`src/rtl/shift_add_multiplier.sv`:
```
// Sequential N x N unsigned shift-and-add multiplier with start/ready/done handshake.
// Retires one multiplier bit per RUN cycle, so every operation takes N cycles.
module shift_add_multiplier #(
  parameter int unsigned N = 4
) (
  input  logic           clk,
  input  logic           rst,
  input  logic           start,
  input  logic [N-1:0]   a,
  input  logic [N-1:0]   b,
  output logic           ready,
  output logic           done,
  output logic [2*N-1:0] p
);

  localparam int unsigned CW = $clog2(N);
  localparam logic [CW-1:0] LastCount = CW'(N - 1);

  localparam logic [1:0] StIdle = 2'd0;
  localparam logic [1:0] StRun  = 2'd1;
  localparam logic [1:0] StDone = 2'd2;

  logic [1:0]     state_q;
  logic [N-1:0]   a_q;
  logic [N-1:0]   b_q;
  logic [2*N-1:0] acc_q;
  logic [CW-1:0]  count_q;

  logic [N-1:0]   pp;
  logic [2*N-1:0] pp_ext;
  logic [2*N-1:0] acc_d;

  // Partial product is the multiplicand gated by the current multiplier bit.
  always_comb begin
    pp     = a_q & {N{b_q[count_q]}};
    pp_ext = {{N{1'b0}}, pp} << count_q;
    acc_d  = acc_q + pp_ext;
  end

  always_comb begin
    ready = (state_q == StIdle);
    done  = (state_q == StDone);
  end

  always_ff @(posedge clk) begin
    if (rst) begin
      state_q <= StIdle;
      a_q     <= '0;
      b_q     <= '0;
      acc_q   <= '0;
      count_q <= '0;
      p       <= '0;
    end else begin
      case (state_q)
        StIdle: begin
          if (start) begin
            a_q     <= a;
            b_q     <= b;
            acc_q   <= '0;
            count_q <= '0;
            state_q <= StRun;
          end
        end
        StRun: begin
          acc_q <= acc_d;
          if (count_q == LastCount) begin
            p       <= acc_d;
            state_q <= StDone;
          end else begin
            count_q <= count_q + CW'(1);
          end
        end
        StDone: begin
          state_q <= StIdle;
        end
        default: begin
          state_q <= StIdle;
        end
      endcase
    end
  end

endmodule

```
`config.mk`:
```
export PLATFORM = sky130hd
export DESIGN_NAME = shift_add_multiplier
export DESIGN_NICKNAME = d
export VERILOG_FILES = /design/src/rtl/shift_add_multiplier.sv
export SDC_FILE = /design/constraint.sdc
export NUM_CORES = 1
export LEC_CHECK = 0
export CORE_ASPECT_RATIO = 1.25
export CORE_MARGIN = 1.5
export CORE_UTILIZATION = 40
export CTS_CLUSTER_DIAMETER = 150
export CTS_CLUSTER_SIZE = 30
export DETAILED_ROUTE_END_ITERATION = 8
export SYNTH_ARGS = -nofsm -noshare
export SYNTH_HDL_FRONTEND = slang
export SYNTH_SLANG_ARGS = --single-unit
```
`constraint.sdc`:
```
create_clock -name clk -period 5.48 [get_ports clk]
set_input_delay 1.096 -clock clk [delete_from_list [all_inputs] [get_ports clk]]
set_output_delay 1.096 -clock clk [all_outputs]
set_load 0.01 [all_outputs]
```
==> flow_summary.ini <==
[status]
outcome = completed

[layout]
antenna_cells = 0
nNetsFinal = 227
drive_above_1_share = 0.0680
final_area_um2 = 1860
final_common_cell = nand2_1
final_cell_mix = 32 x nand2_1, 28 x dfxtp_1, 20 x clkdlybuf4s50_1
multi_input_area_um2 = 962
area_delta_synth_final_pct = 17.6
seqCellArea_um2 = 561
fill_cells = 372

[setup_path]
crit_cells = 7
r2r_cells = 7
path_buf_inv = 0
crit_type = flip-flop to flip-flop
path_delay_family = flip-flops
crit_path_max_fanout = 14
rr_startpoint = count_q[0]
worstPathCellList = mux4_2, and3_1, ha_1, nor2b_1, a221o_1, a211oi_2, o31ai_1
crit_start = count_q[0]
worst-r2r-setup-slack_ns = 2.73
cp.required_ns = 5.60
cp.arrival_ns = 2.87
critPathMaxStageDelay_ns = 0.62
cp-start-kind = flip-flop
slowest_stage = dfxtp_1
crit_path_end_kind = flip-flop

[clocking]
cts_tree = yes
clock-sinks = 28
postCtsHoldBufs = 0
cts.htree.levels = 1
cts_setup_buffers = 0
cts_buffers = 3
worstSkewPairLatency_ns = 0.27
cts-root-buf = clkbuf_8
clockBufferDepth = 2
clk_pin_slew_ns = 0.10
cts_resized = 0

[timing]
max_freq_mhz = 363
holdWs_ns = 0.457
setup_viol = 0
final.period_utilization = 0.503
drv_slew = 0
finalWorstSetupSlack_ns = 2.73
period_needed_ns = 2.75
final_hold_viol_count = 0
skew_ns = 0.00727
max-slew-margin-rel = 0.223
worst_pin_slew_ns = 1.16
final.setup.tns_ns = 0
rsz0062_at_grt = no

[yosys]
synth_nets = 212
yosysSeqAreaShare = 0.354
synth_area_um2 = 1580
synth_edf_count = 0
syn_area_per_cell_um2 = 8.24
post_synth_num_cell_types = 44
synth-seq-cells = 28
synthCells = 192
yosysWarnings = 0
ys_async_sr_fraction = 0
synth_ff_type = dfxtp_1

[floorplan]
top_level_ports = 21
coreArea_um2 = 3780
chipWidth_um = 59.2
fp.dieArea_um2 = 4340
die_h_um = 73.3
num_rows = 25
initial_core_util = 0.418

[pwr]
powerDensity_nw_per_um2 = 207
p_leak_nw = 0.709
fin_total_pwr_mw = 0.384
ir_drop_mv = 0.147

[grt]
grt_usage = 0.162
grt_pass1_wl_um = 5510
antenna_found_initial = 0
grt_overflow_total = 0
grt_pass1_vias = 1257
grt_max_degree = 36

[placed_design]
hpwl_um = 2500
dp_slack_ns = 2.51
io_buffers = 20
place_congestion = 0.809
place_area_um2 = 1810

[route]
drt_iter0_drc = 52
dr_total_vias = 1369
drc_errors = 0
final_antenna_net_count = 0
wl_um = 3300
wl_per_cell_um = 12.7
dr.pass1.iters = 4
viasPerCell = 5.27

[worst_hold_path]
hold_class = flip-flop to flip-flop
min_path_cells = 2
min-delay-start = p[3]

[flow_run]
drv_cap = 0
==> synthesized netlist by cell type, types with 2 or more instances <==
cell type / count / area share
nand2_1: 32 / 0.076
dfxtp_1: 28 / 0.35
a21oi_1: 18 / 0.057
nand3_1: 14 / 0.044
nor2_1: 13 / 0.031
ha_1: 8 / 0.063
buf_2: 5 / 0.016
clkbuf_1: 5 / 0.012
nor3_1: 5 / 0.016
a211o_1: 4 / 0.022
inv_1: 4 / 0.0095
nand3b_1: 4 / 0.019
a211oi_2: 3 / 0.024
and2_1: 3 / 0.012
nand2b_1: 3 / 0.012
nor2b_1: 3 / 0.012
o211ai_1: 3 / 0.014
a21o_1: 2 / 0.0095
a31oi_1: 2 / 0.0079
mux2i_1: 2 / 0.013
nand4b_1: 2 / 0.011
nor3b_1: 2 / 0.0095
o21a_1: 2 / 0.0095
o21ai_0: 2 / 0.0063
o21ai_1: 2 / 0.0063
o31ai_1: 2 / 0.0095
or2_2: 2 / 0.0079
==> worst paths after layout <==
path | to
max | acc_q[6]
min | p[3]
max reg2reg | acc_q[6]
min reg2reg | p[3]
==> layout make-up <==
type,instances,area share
timing repair buffer,20,0.108
clock buffer,4,0.0296
multi-input combinational,150,0.517
sequential,28,0.301
inverter,4,0.00807
tap,54,0.0363
==> kinds of logic (layout without fill, tap and decap cells) <==
family,count (synthesis),in the layout,share of synthesized area
mux,5,5,0.0411
flops,28,28,0.354
simple gates,89,89,0.284
fa+ha+maj,9,9,0.0760
buf+inv,14,28,0.0372
xor+xnor,1,1,0.00554
compound gates,46,46,0.202
==> tightest hold or removal path: cells and delay by family, from the launching register on <==
kind	cells	cell delay (ns)
AOI/OAI and AO/OA	1	0.05
and+or+nand+nor	1	0.05
DFF	1	0.32
==> per-layer routing <==
metal / global-route usage / wire (um)
met5: 0 / 0
met4: 0.0480 / 25
met3: 0.0229 / 124
met2: 0.284 / 1720
met1: 0.203 / 1430
==> sequential cells by signal (all words and copies together) (netlist names) <==
| register | flops |
|---|---|
| a_q | 4 |
| acc_q | 8 |
| b_q | 4 |
| count_q | 2 |
| p | 8 |
| state_q | 2 |
==> where the power goes <==
group | leakage [nW] | switching, mW | internal (mW) | total, mW
logic | 0.453 | 0.0214 | 0.0191 | 0.0405
registers | 0.227 | 0.00686 | 0.209 | 0.216
clock network | 0.0288 | 0.0641 | 0.0642 | 0.128
==> per-stage QoR <==
step           std cells  utilization
2_1_floorplan        192            -
3_3_place_gp         256        0.477
3_5_place_dp         256        0.477
4_1_cts              260        0.492
5_1_grt              260        0.492
6_report             260        0.492
No activity file was read; power rests on OpenSTA's default activity.
==> variant, RTL diff (same flow settings) <==
Change the parameter `N` from 4 to 8.
--- a/src/rtl/shift_add_multiplier.sv
+++ b/src/rtl/shift_add_multiplier.sv
@@ -2,5 +2,5 @@
 // Retires one multiplier bit per RUN cycle, so every operation takes N cycles.
 module shift_add_multiplier #(
-  parameter int unsigned N = 4
+  parameter int unsigned N = 8
 ) (
   input  logic           clk,
Interface: changed (resized a, b and p); port bits go from 21 to 37. No check against the original RTL was run, so the function may have changed too.
==> variant against the original RTL <==
  * Area after synthesis increased by 91%
  * Sequential cell count increased by 25
  * Critical endpoint is now acc_q[14]
  * Setup slack got worse by 1.1 ns
  * Critical path type unchanged
  * Power increased by 84%
  * Non-clock buffer count increased by 17
  * Cell area increased by 88%
  * Routed wire length increased by 110%
  * Count of clock-buffer cells in the layout increased by 3
==> variant: results (changes against the original RTL) <==
{| class="wikitable"
! Metric !! Value
|-
| Depth of the CTS H-tree || 2 (was 1)
|-
| Hold EP || p[8] (was p[3])
|-
| Maximum fanout along the worst path || 18 (was 14)
|-
| Sequential cell area fraction in the yosys report || 35.20% (was 35.44%)
|-
| WL per Instance || 13.87 um (was 12.70 um)
|-
| Dpl hpwl || 5319 um (was 2503 um)
|-
| Worst Skew || 0.01147 ns (was 0.007268 ns)
|-
| GRT Total Usage || 18.94% (was 16.23%)
|-
| Outcome || finished, final reports clean (unchanged)
|-
| Via count of the first global-routing pass || 2669 (was 1257)
|-
| Filler cells || 767 (was 372)
|-
| Nets@finish || 452 (was 227)
|-
| Length of the first detailed-routing pass in iterations || 5 (was 4)
|-
| Synthesized Nets || 430 (was 212)
|-
| Hold slack final || 0.4561 ns (was 0.4568 ns)
|-
| Detailed router's first-iteration violation count || 137 (was 52)
|-
| Wire length on met1 || 3194 um (was 1434 um)
|-
| Biggest registers after layout || acc_q (16), p (16) (was acc_q (8), p (8))
|-
| Pin count of the biggest net entering global routing || 29 (was 36)
|-
| Biggest cell delay along the critical path || 0.77 ns (was 0.62 ns)
|-
| Total length of routed met2 wires || 3488 um (was 1718 um)
|-
| Number of buffers added on ports || 36 (was 20)
|-
| Number of buffers inserted during clock tree synthesis || 5 (was 3)
|-
| Worst r2r src || count_q[1] (was count_q[0])
|-
| Depth of the most critical reg-to-reg path || 11 (was 7)
|}
[variant: cell count changes in the layout (fill, tap and decap cells not counted), sizes merged, moves of 10 or more]
cell,change
clkdlybuf4s50,+16
nand2,+47
a21oi,+39
dfxtp,+25
ha,+10
nor2,+33
[variant: critical path, delay by kind of cell (launching register included)]
| family | cells | cell delay, ns |
|---|---|---|
| fa+ha+maj | 1 | 0.35 |
| compound gates | 5 | 1.31 |
| mux | 2 | 0.82 |
| simple gates | 3 | 0.50 |
| flops | 1 | 0.77 |
[variant: layout make-up]
type / count / share of cell area [%]
Sequential cell: 53 / 30.34
Clock buffer: 7 / 2.469
Multi-Input combinational cell: 312 / 52.84
Tap cell: 92 / 3.292
Inverter: 5 / 0.5367
Timing Repair Buffer: 37 / 10.52
[variant: kinds of logic (layout without fill, tap and decap cells)]
family	after synthesis	in the layout	share of synthesized area, %
AND/OR/NAND/NOR	165	165	23.37
AO/OA/AOI/OAI	106	106	21.96
flip-flops	53	53	35.20
buffers and inverters	27	49	3.487
adder cells (fa/ha/maj)	19	19	8.136
XOR/XNOR	11	11	3.196
multiplexers	11	11	4.649
[variant: how the worst max path moves through the flow]
stage / startpoint / to / slack [ns]
detailed placement: count_q[1] / acc_q[14] / 1.72
CTS: count_q[1] / acc_q[14] / 1.71
finish: count_q[1] / acc_q[14] / 1.66
global placement: count_q[1] / acc_q[14] / 1.81
floorplan: count_q[0] / p[15] / 2.17
global route: count_q[1] / acc_q[14] / 1.27
[variant: layer usage]
metal | vias up | global-route usage [%]
met5 | - | 0
met1 | 1274 | 23.91
met3 | 10 | 2.545
li1 | 1407 | -
met2 | 59 | 32.71
met4 | 0 | 6.631
[variant: power by group]
| part | internal, mW | switching, mW | total, mW |
|---|---|---|---|
| Clock | 0.101 | 0.124 | 0.225 |
| Combinational | 0.0337 | 0.0448 | 0.0785 |
| Sequential | 0.394 | 0.0107 | 0.405 |
| Total | 0.528 | 0.179 | 0.708 |
[variant: metrics by stage]
step / util (%) / instances / worst slack [ns] / area (sq um)
final: 47.53 / 506 / 1.663 / 3497
after global routing: 47.53 / 506 / 1.270 / 3497
after CTS: 47.53 / 506 / 1.709 / 3497
after detailed placement: 46.36 / 499 / 1.716 / 3411
after global placement: 46.36 / 499 / 1.815 / 3411
after floorplan: - / 392 / 2.168 / 3014
